[config.mk]
export PLATFORM = sky130hd
export DESIGN_NAME = ga_vd_buff_rd_arb
export DESIGN_NICKNAME = d
export VERILOG_FILES = /design/src/rtl/ga_vd_buff_rd_arb.sv
export SDC_FILE = /design/constraint.sdc
export NUM_CORES = 1
export LEC_CHECK = 0
export CAP_MARGIN = 20
export CORE_ASPECT_RATIO = 1.25
export CORE_MARGIN = 3
export CORE_UTILIZATION = 41
export DETAILED_ROUTE_END_ITERATION = 16
export PLACE_DENSITY = 0.8
export SLEW_MARGIN = 20
export SYNTH_ARGS = -nofsm -noshare
export SYNTH_HDL_FRONTEND = slang
export SYNTH_SLANG_ARGS = --single-unit
export TNS_END_PERCENT = 1
[constraint.sdc]
create_clock -name clk -period 4.1 [get_ports clk]
set_input_delay 0.82 -clock clk [delete_from_list [all_inputs] [get_ports clk]]
set_output_delay 0.82 -clock clk [all_outputs]
set_load 0.05 [all_outputs]
[src/rtl/ga_vd_buff_rd_arb.sv]
`default_nettype none
// ============================================================================
//  Module   : ga_vd_buff_rd_arb
//  Brief    : Round-robin arbiter sharing the V,d buffer read port among
//             N_REQ fitness lanes, with a fixed-latency read-valid return.
//  Revision : 1.0  initial release
// ============================================================================
module ga_vd_buff_rd_arb #(
    parameter int N_REQ  = 4,
    parameter int IDX_W  = 8,
    parameter int RD_LAT = 1
) (
    input  logic                     clk,
    input  logic                     rstn,
    input  logic                     sw_rst,
    input  logic                     arb_enable,
    input  logic [IDX_W:0]           cnfg_depth,
    input  logic                     wr_busy,
    input  logic [N_REQ-1:0]         req_vec,
    input  logic [N_REQ*IDX_W-1:0]   req_idx_flat,
    output logic [N_REQ-1:0]         gnt_vec,
    output logic [N_REQ-1:0]         rvalid_vec,
    output logic                     buff_rd_req,
    output logic [IDX_W-1:0]         buff_rd_idx,
    output logic                     idx_err_pls,
    output logic                     busy
);

    localparam int                 C_PTR_W = (N_REQ > 1) ? $clog2(N_REQ) : 1;
    localparam logic [C_PTR_W:0]   C_N_EXT = (C_PTR_W+1)'(N_REQ);
    localparam logic [C_PTR_W-1:0] C_LAST  = C_PTR_W'(N_REQ - 1);

    typedef enum logic [1:0] {
        ST_IDLE  = 2'd0,
        ST_ARB   = 2'd1,
        ST_DRAIN = 2'd2
    } state_t;

    state_t                        state_q,   state_d;
    logic [C_PTR_W-1:0]            ptr_q,     ptr_d;
    logic [N_REQ-1:0]              gnt_q,     gnt_d;
    logic [RD_LAT-1:0][N_REQ-1:0]  pipe_q,    pipe_d;
    logic                          rd_req_q,  rd_req_d;
    logic [IDX_W-1:0]              rd_idx_q,  rd_idx_d;
    logic                          idx_err_q, idx_err_d;

    logic [N_REQ-1:0]              w_elig;
    logic [C_PTR_W:0]              w_lane;
    logic                          w_win_found;
    logic [C_PTR_W-1:0]            w_win_ptr;
    logic [N_REQ-1:0]              w_win_oh;
    logic [IDX_W-1:0]              w_win_idx;
    logic                          w_grant_ok;
    logic                          w_in_flight;

    // A lane whose grant is visible this cycle still shows its old request.
    assign w_elig = req_vec & ~gnt_q;

    always_comb begin
        w_win_found = 1'b0;
        w_win_ptr   = '0;
        w_lane      = '0;
        for (int i = 0; i < N_REQ; i++) begin
            w_lane = {1'b0, ptr_q} + (C_PTR_W+1)'(i);
            if (w_lane >= C_N_EXT) begin
                w_lane = w_lane - C_N_EXT;
            end
            if (!w_win_found && w_elig[w_lane[C_PTR_W-1:0]]) begin
                w_win_found = 1'b1;
                w_win_ptr   = w_lane[C_PTR_W-1:0];
            end
        end
    end

    always_comb begin
        w_win_oh  = '0;
        w_win_idx = '0;
        for (int k = 0; k < N_REQ; k++) begin
            if (w_win_found && (w_win_ptr == C_PTR_W'(k))) begin
                w_win_oh[k] = 1'b1;
                w_win_idx   = req_idx_flat[k*IDX_W +: IDX_W];
            end
        end
    end

    assign w_grant_ok  = (state_q == ST_ARB) && arb_enable && !wr_busy && w_win_found;
    // The read is outstanding from its grant cycle through its rvalid cycle.
    assign w_in_flight = (|gnt_q) || (|pipe_q);

    always_comb begin
        state_d   = state_q;
        ptr_d     = ptr_q;
        gnt_d     = '0;
        rd_req_d  = 1'b0;
        rd_idx_d  = rd_idx_q;
        idx_err_d = 1'b0;
        pipe_d    = '0;

        pipe_d[0] = gnt_q;
        for (int s = 1; s < RD_LAT; s++) begin
            pipe_d[s] = pipe_q[s-1];
        end

        case (state_q)
            ST_IDLE:  if (arb_enable)   state_d = ST_ARB;
            ST_ARB:   if (!arb_enable)  state_d = ST_DRAIN;
            ST_DRAIN: if (!w_in_flight) state_d = ST_IDLE;
            default:                    state_d = ST_IDLE;
        endcase

        if (w_grant_ok) begin
            gnt_d     = w_win_oh;
            rd_req_d  = 1'b1;
            rd_idx_d  = w_win_idx;
            // Out-of-range reads are still issued; the flag is informational.
            idx_err_d = ({1'b0, w_win_idx} >= cnfg_depth);
            ptr_d     = (w_win_ptr == C_LAST) ? '0 : (w_win_ptr + C_PTR_W'(1));
        end

        if (sw_rst) begin
            state_d   = ST_IDLE;
            ptr_d     = '0;
            gnt_d     = '0;
            rd_req_d  = 1'b0;
            rd_idx_d  = '0;
            idx_err_d = 1'b0;
            pipe_d    = '0;
        end
    end

    always_ff @(posedge clk or negedge rstn) begin
        if (!rstn) begin
            state_q   <= ST_IDLE;
            ptr_q     <= '0;
            gnt_q     <= '0;
            pipe_q    <= '0;
            rd_req_q  <= 1'b0;
            rd_idx_q  <= '0;
            idx_err_q <= 1'b0;
        end else begin
            state_q   <= state_d;
            ptr_q     <= ptr_d;
            gnt_q     <= gnt_d;
            pipe_q    <= pipe_d;
            rd_req_q  <= rd_req_d;
            rd_idx_q  <= rd_idx_d;
            idx_err_q <= idx_err_d;
        end
    end

    assign gnt_vec     = gnt_q;
    assign rvalid_vec  = pipe_q[RD_LAT-1];
    assign buff_rd_req = rd_req_q;
    assign buff_rd_idx = rd_idx_q;
    assign idx_err_pls = idx_err_q;
    assign busy        = (state_q != ST_IDLE);

endmodule
`default_nettype wire

=== Word level (Yosys, flattened, before mapping) ===
Index checks and enable logic that the tools add are counted.

* Word-level logic and storage cells: 101
* Output and inout bits: 19
* Bits in registers: 22
* Bits of input ports: 50

* Multiplexer cells: 45
* Reductions and logical operators: 22
* Add/sub/neg operators: 8
* Bitwise logic cells: 2
* Magnitude comparators: 9
* Equality and inequality tests: 8

{| class="wikitable"
|+ Operators by type and width
! operator !! number
|-
| $mux 8 || 6
|-
| $mux 2 || 15
|-
| $mux 1 || 16
|-
| $lt 2x3->1 const B || 4
|-
| $mux 4 || 3
|-
| $logic_and 1x1->1 || 10
|-
| $ge 3x3->1 const B || 3
|-
| $ge 8x9->1 || 1
|-
| $ne 3x3->1 const B || 3
|-
| $bmux 1 s2 || 4
|-
| $reduce_or 4->1 || 2
|-
| $sub 2x1->2 const B || 4
|-
| $add 2x2->3 const B || 2
|-
| $eq 2x2->1 const B || 3
|-
| $pmux 2 s3 || 1
|-
| $and 4x4->4 || 1
|-
| $eq 2x1->1 const B || 2
|-
| $logic_not 1->1 || 4
|-
| $logic_not 2->1 || 2
|-
| $not 4->4 || 1
|-
| $reduce_bool 2->1 || 2
|-
| $add 2x1->3 const B || 1
|-
| $ge 2x3->1 const B || 1
|-
| $reduce_and 3->1 || 1
|-
| other kinds (2) || 2
|}

=== Logic depth before layout (Yosys ltp) ===
Gate-level depths: netlist of run 1.

* Word-level depth: 23
* Depth in mapped cells: 15
* Mapped depth without buffers: 13

=== Least setup slack after synthesis of run 1 ===
OpenSTA, ideal clock, no wires.

* Kind: input to register
* From: input port req_vec[2]
* To: register idx_err_q (netlist: idx_err_pls)
* Data required time: 3980 ps
* Stages on the path: 14
* Setup time: 120 ps
* Setup slack: 438 ps
* Data arrival time: 3542 ps
* Buffers on the path: 1
* Path through: nor2b_1 nand2_1 o211ai_1 inv_1 ha_1 clkbuf_1 nor2_1 o211ai_1 and3_1 ha_1 a21o_1 a2111oi_0 o21ai_0 and3_1

* Longest elaborated chain between the ends: 22
* Elaborated cells between the ends (all ways): 39
* Those cells by class: 1 x order compare; 3 x eq/ne; 22 x mux; 1 x bitwise; 12 x reduce/logical

{| class="wikitable"
|+ Ends and longest elaborated chain
! what !! line !! text
|-
| start, declared || 19 || <nowiki>input logic [N_REQ-1:0] req_vec,</nowiki>
|-
| $and 4x4->4 (*) || 57 || <nowiki>assign w_elig = req_vec & ~gnt_q;</nowiki>
|-
| $bmux 1 s2 || 68 || <nowiki>if (!w_win_found && w_elig[w_lane[C_PTR_W-1:0]]) begin</nowiki>
|-
| $mux 1 (not written as such) || 68 ||
|-
| $mux 1 || 68 ||
|-
| $logic_not 1->1 || 68 ||
|-
| $logic_and 1x1->1 || 68 ||
|-
| $mux 1 || 68 ||
|-
| $logic_not 1->1 || 68 ||
|-
| [4 not listed] || - ||
|-
| $mux 2 || 68 ||
|-
| $logic_not 2->1 || 79 || <nowiki>if (w_win_found && (w_win_ptr == C_PTR_W'(k))) begin</nowiki>
|-
| $logic_and 1x1->1 || 79 ||
|-
| $mux 8 (4 in a row) || 79 ||
|-
| $ge 8x9->1 || 116 || <nowiki>idx_err_d = ({1'b0, w_win_idx} >= cnfg_depth);</nowiki>
|-
| $mux 1 (*) || 111 || <nowiki>if (w_grant_ok) begin</nowiki>
|-
| $mux 1 (*) || 120 || <nowiki>if (sw_rst) begin</nowiki>
|-
| named net idx_err_d || 45 || <nowiki>logic idx_err_q, idx_err_d;</nowiki>
|-
| end signal, assigned || 147 || <nowiki>idx_err_q <= idx_err_d;</nowiki>
|-
| end, declared || 45 ||
|}

Mark *: on every way through the listed nets, which the timed path passes. The rest lies on a longest branch. The select of a mux whose other input is x is not followed.
A chain may end at the register's enable or synchronous reset.

=== Worst setup path in the final report of run 1 ===
* From: input port req_vec[3]
* To: register idx_err_q (netlist: idx_err_pls)

The elaborated chain is that of the path after synthesis.

==> results of run 1 <==
## worst max path at each step
stage | from | end
floorplan | req_vec[2] | idx_err_pls$_DFF_PN0_
global placement | req_vec[2] | idx_err_pls$_DFF_PN0_
detailed placement | req_vec[2] | idx_err_pls$_DFF_PN0_
CTS | req_vec[2] | idx_err_pls$_DFF_PN0_
global route | req_vec[3] | idx_err_pls$_DFF_PN0_
finish | req_vec[3] | idx_err_pls$_DFF_PN0_
## final cells by class
class / instances / area [sq um]
multi-input cells: 124 / 860.8
clock buffers: 4 / 55.05
inverters: 12 / 45.04
fillers: 272 / 1061
well taps: 37 / 46.29
flip-flops and latches: 22 / 550.5
repair buffers: 77 / 748.2
## cell usage in the layout (no fill, tap or decap), types with 4 or more instances in the layout
| cell | count |
|---|---|
| a21oi_1 | 7 |
| a22o_1 | 7 |
| and2_1 | 4 |
| and3_1 | 7 |
| buf_4 | 9 |
| clkbuf_8 | 4 |
| clkdlybuf4s50_1 | 68 |
| dfrtp_1 | 22 |
| ha_1 | 12 |
| inv_1 | 11 |
| nand2_1 | 23 |
| nor2b_1 | 13 |
| o211ai_1 | 8 |
| o21ai_0 | 11 |
## layer usage
| layer | vias up | global-route usage | part of all wire |
|---|---|---|---|
| li1 | 736 | - | - |
| met1 | 664 | 0.2341 | 0.41 |
| met4 | 0 | 0.04926 | 0.015 |
| met3 | 4 | 0.02285 | 0.076 |
| met2 | 74 | 0.3401 | 0.50 |
| met5 | - | 0 | 0 |
## power groups by stage
stage	clock, mW	combinational [mW]	sequential (mW)
CTS	0.150	0.188	0.223
global placement	0	0.184	0.227
global route	0.161	0.209	0.224
floorplan	0	0.0872	0.235
detailed placement	0	0.186	0.227
finish	0.147	0.188	0.223
## logic make-up (layout without fill, tap and decap cells)
group                    Yosys count  in the layout  synth area share
AND/OR/NAND/NOR                   66             66            0.2540
AO/OA/AOI/OAI                     46             46            0.2181
flip-flops                        22             22            0.3676
buffers and inverters             20             93           0.06015
adder cells (fa/ha/maj)           12             12            0.1002
## worst max-delay path, stage by stage
cell and delay [ps]:
clkdlybuf4s50_1 440, nor2b_1 250, o21bai_1 160, o211ai_1 140, buf_4 170, ha_1 230, nor2_1 170, o211ai_1 110
and3_1 220, ha_1 300, a21o_1 190, a2111oi_1 360, o21ai_0 140, and3_1 210
## per-stage QoR
step | power [mW] | util | cell area, sq um | hold slack (ps)
after CTS | 0.5613 | 0.6838 | 2302 | 509.4
after floorplan | 0.3218 | - | 1498 | 456.0
after global routing | 0.5941 | 0.6849 | 2306 | 543.3
final | 0.5578 | 0.6849 | 2306 | 506.2
after global placement | 0.4111 | 0.6674 | 2247 | 484.7
after detailed placement | 0.4139 | 0.6674 | 2247 | 490.5
## sequential cells by signal (all words and copies together) (netlist names)
register	flops
rvalid_vec	4
idx_err_pls	1
buff_rd_req	1
ptr_q	2
buff_rd_idx	8
gnt_vec	4
state_q	2
==> out/metrics.csv, run 1 <==
stage,metric,value,unit
outcome,status,"finished, final reports clean",
place,dpl.cell_count,272,
setup_path,r2r_slack,910,ps
layout,area_growth,53.97,%
route,wl,3930,um
route,first_pass_iters,4,
sta,fin_worst_skew,3.549,ps
place,place_hpwl,3319,um
worst_hold_path,whs_endpoint,buff_rd_idx[0]$_DFFE_PN0P_,
yosys,synth_cell_types,37,
yosys,yosys_warnings,0,
flow_run,maxCapViolCount,0,
floorplan,ios,69,
yosys,syn_inst,166,
cts,post-cts-setup-buffer-count,0,
power_and_ir_drop,swShare,0.2708,
floorplan,initial_core_util,0.4448,
yosys,avgSynthCellArea,9.022,sq um
cts,cts_hold_buffers,0,
cts,clock_path_buffers,2,
power_and_ir_drop,p_clk_frac,0.263,
cts,insertion_delay,250,ps
route,avgViaCountPerCell,5.355,
yosys,yosysSeqAreaShare,0.3676,
power_and_ir_drop,ir_drop,0.2107,mV
yosys,ys_top_cells_by_count,"nand2_1, dfrtp_1, nor2b_1, ha_1",
yosys,async_reset_ff_frac,1.000,
power_and_ir_drop,internal_power,0.4067,mW
cts,cts.sinks,22,
yosys,synthFlopType,dfrtp_1,
route,wl_per_cell,14.24,um
yosys,yosys.area.top_type,dfrtp_1,
place,gp_congestion,0.8312,
global_route,grt_use_total,0.1893,
worst_hold_path,hp-start,buff_rd_idx[0]$_DFFE_PN0P_,
yosys,synth_area_leaders,"dfrtp_1, ha_1, nor2b_1, nand2_1, a22o_1",
cts,htree_levels,1,
yosys,yosys.cell_count.top_type,nand2_1,
place,dp_slack,66.40,ps
route,first_iter_violations,39,
sta,fin_crit_sh,0.9179,
sta,final-hold-violation-count,0,
sta,worst_slack,336.5,ps
route,final_antenna_net_count,0,
power_and_ir_drop,pwr-share-comb,0.337,
sta,finalMaxSlewViolations,0,
layout,num_antenna_cells,0,
yosys,synth_area,0.001498,sq mm
floorplan,die_h,73.58,um
layout,layout-drive-gt1-share,0.08787,
worst_hold_path,hold_path.class,reg -> reg,
layout,nets,302,
power_and_ir_drop,power_density,241.9,mW/mm^2
setup_path,end_kind,flop,
sta,clock.fmax,265.7,MHz
floorplan,die_w,60.06,um
setup_path,startpoint_type,input port,
setup_path,crit_type,in -> reg,
power_and_ir_drop,p_seq_frac,0.400,
sta,grt_setup_unrepaired,false,
cts,cts-root-buf,clkbuf_8,
sta,setup_tns,0,ps
yosys,synth_edf_count,0,
setup_path,reg2reg_to,idx_err_pls$_DFF_PN0_,
global_route,antenna_found_initial,0,
sta,tightest_slew,935.8,ps
floorplan,fp.dieArea,0.004419,sq mm
yosys,synthesis.nets,228,
floorplan,fp-row-count,23,
floorplan,core_area,0.003367,sq mm
cts,cts.clk_slew.worst_paths,70,ps
cts,cts-resized-gates,0,
place,portBuffers,68,
setup_path,cp.required,4240,ps
power_and_ir_drop,p_leak,1.048,nW
global_route,grt_pass1_vias,1481,
route,dr_total_vias,1478,
power_and_ir_drop,p_switching,0.1511,mW
setup_path,r2r_start,ptr_q[1]$_DFFE_PN0P_,
setup_path,cp_data_arrival_time,3900,ps
yosys,yosysTopAreaCellShare,0.3676,
global_route,grt_remaining_overflow,0,
layout,instances_no_fill,276,
setup_path,reg2reg_depth,14,
global_route,grt_max_degree,23,
worst_hold_path,min_path_cells,1,
cts,cts_inserted_buffers,3,
setup_path,worstPathMaxFanout,4,
sta,setup_viol,0,
sta,slew_headroom,0.3742,
cts,cts_tree,built,
yosys,synth_seq_cells,22,
sta,period_needed,3764,ps
route,drc_errors,0,
global_route,grt_pass1_wl,6451,um
No activity file was read; power rests on OpenSTA's default activity.
==> inputs of run 2 (changes only) <==
CTS_CLUSTER_SIZE = 20   (was default)
==> results of run 2 <==
Final layout, timing and power as in run 1 (identical DEF).
==> inputs of run 3 (changes only) <==
CORE_UTILIZATION = 55   (was 41)
DONT_BUFFER_PORTS = 1   (was default)
PLACE_DENSITY = 0.7   (was 0.8)
SETUP_SLACK_MARGIN = 0.02   (was default)
clock period = 3.6 ns   (was 4.1 ns; I/O delays follow)
==> out/metrics.csv, run 3 (synthesized netlist as in run 1, its figures left out) <==
stage,metric,value,unit
outcome,status,"finished, final reports clean",
sta,tightest_slew,523.7,ps
layout,layout-drive-gt1-share,0.1322,
setup_path,startpoint_type,flop,
global_route,grt_pass1_wl,5506,um
cts,cts.sinks,22,
sta,period_needed,3251,ps
layout,final_common_cell,nand2_1,
setup_path,cp.buffers_inverters,0,
setup_path,cp_top_family,compound AO/OA/AOI/OAI gates,
sta,fin_worst_skew,13.03,ps
layout,area_growth,9.273,%
place,gp_congestion,0.8311,
place,portBuffers,0,
setup_path,cpMostUsedCell,o21ai_0,
layout,nets,237,
floorplan,core_area,0.002502,sq mm
route,first_iter_violations,73,
route,dr_total_vias,1247,
route,avgViaCountPerCell,6.024,
sta,clock.fmax,307.6,MHz
place,place_hpwl,2898,um
power_and_ir_drop,power_density,356.2,mW/mm^2
sta,setup_tns,0,ps
floorplan,initial_core_util,0.5985,
setup_path,path_cells,and3b_1 -> o21ai_0 -> a21oi_1 -> o21ba_2 -> ha_1 -> nor2b_1 -> o21ai_0 -> and3_1 -> ha_1 -> a21o_1 -> a2111oi_0 -> o21ai_0 -> and3_1,
layout,multi_input_area,857.1,sq um
sta,setup_viol,0,
cts,cts_hold_buffers,0,
cts,cts-root-buf,clkbuf_4,
setup_path,crit_slowest_cell,dfrtp_1,
worst_hold_path,hold_path.class,in -> async,
sta,grt_setup_unrepaired,false,
route,wl_per_cell,17.14,um
setup_path,crit_type,reg -> reg,
global_route,grt_pass1_vias,1192,
layout,fin_util,0.6540,
route,final_antenna_net_count,0,
power_and_ir_drop,total_power,0.5830,mW
cts,cts.clk_slew.worst_paths,130,ps
global_route,antenna_found_initial,0,
setup_path,cp_data_arrival_time,3460,ps
route,first_pass_iters,4,
layout,final_cell_mix,"nand2_1, dfrtp_1, nor2b_1, ha_1, buf_4",
setup_path,worstPathMaxFanout,7,
floorplan,fp.dieArea,0.003389,sq mm
cts,cts_inserted_buffers,3,
layout,nFillCells,207,
sta,slew_headroom,0.6509,
layout,final_area,0.001637,sq mm
floorplan,ios,69,
cts,cts_tree,built,
cts,insertion_delay,300,ps
layout,seq_area,550.5,sq um
power_and_ir_drop,p_leak,0.8059,nW
sta,fin_crit_sh,0.9032,
floorplan,die_h,64.34,um
layout,largest_reg_flops,8,
place,postPlaceCellArea,0.001569,sq mm
power_and_ir_drop,ir_drop,0.1754,mV
route,drc_errors,0,
setup_path,cp.required,3810,ps
setup_path,cpPeakStageDelay,460,ps
setup_path,end_kind,flop,
global_route,grt_max_degree,23,
layout,num_antenna_cells,0,
global_route,grt_remaining_overflow,0,
cts,htree_levels,1,
global_route,grt_use_total,0.2164,
floorplan,die_w,52.68,um
cts,clock_path_buffers,2,
sta,final-hold-violation-count,0,
sta,finalMaxSlewViolations,0,
flow_run,maxCapViolCount,0,
route,wl,3549,um
floorplan,fp-row-count,20,
==> run 3: cell types whose count changed in the layout (fill, tap and decap cells not counted) <==
| cell | delta |
|---|---|
| clkbuf_4 | +3 |
| clkbuf_8 | -4 |
| clkdlybuf4s50_1 | -68 |
| nor2b_1 | +1 |
| buf_4 | +3 |
| nor2b_2 | -1 |
| a2111oi_1 | -1 |
| a2111oi_0 | +1 |
| bufinv_16 | +1 |
==> run 3: timing repair <==
item / in CTS / in global routing
hold endpoints to repair: 0 / 0
setup endpoints to repair: 0 / 1
resized for setup: 0 / 0
buffers inserted: 0 / 2
==> run 3: worst paths after layout <==
kind / end / depth (start not counted) / slack, ps / start
hold / removal: rvalid_vec[0]$_DFF_PN0_ / 0 / 90 / rstn
min in group clk: rvalid_vec[3]$_DFF_PN0_ / 1 / 460 / sw_rst
max in group asynchronous: rvalid_vec[1]$_DFF_PN0_ / 0 / 3430 / rstn
hold reg to reg: state_q[0]$_DFFE_PN0P_ / 1 / 520 / state_q[1]$_DFFE_PN0P_
setup / recovery: idx_err_pls$_DFF_PN0_ / 13 / 350 / ptr_q[1]$_DFFE_PN0P_
setup reg to reg: idx_err_pls$_DFF_PN0_ / 13 / 350 / ptr_q[1]$_DFFE_PN0P_
==> run 3: power by group <==
group	total (mW)	switching [mW]	internal, mW
Combinational	0.136	0.0739	0.0620
Clock	0.184	0.0719	0.112
Sequential	0.263	0.0119	0.251
Total	0.583	0.158	0.425
==> run 3: cell type report <==
class / instances / share of cell area
inverters: 12 / 0.02752
repair buffers: 12 / 0.05505
clock inverters: 1 / 0.01835
multi-input cells: 124 / 0.5237
clock buffers: 3 / 0.01376
well taps: 33 / 0.02523
flip-flops and latches: 22 / 0.3364
==> run 3: stage by stage <==
stage | worst slack [ps] | std cells | hold WS (ps)
after floorplan | 38.19 | 166 | 424.4
after global placement | 164.4 | 201 | 424.9
after detailed placement | 7.594 | 201 | 424.9
after CTS | 324.2 | 205 | 83.65
after global routing | 27.95 | 207 | 52.83
final | 348.6 | 207 | 87.02
==> run 3: routing by layer <==
| metal | global-route usage | up-vias | wire [um] | part of all wire |
|---|---|---|---|---|
| met4 | 0.07987 | 0 | 52 | 0.015 |
| met2 | 0.3742 | 63 | 1784 | 0.50 |
| met1 | 0.2530 | 578 | 1422 | 0.40 |
| li1 | - | 602 | - | - |
| met5 | 0 | - | 0 | 0 |
| met3 | 0.04895 | 4 | 289 | 0.081 |
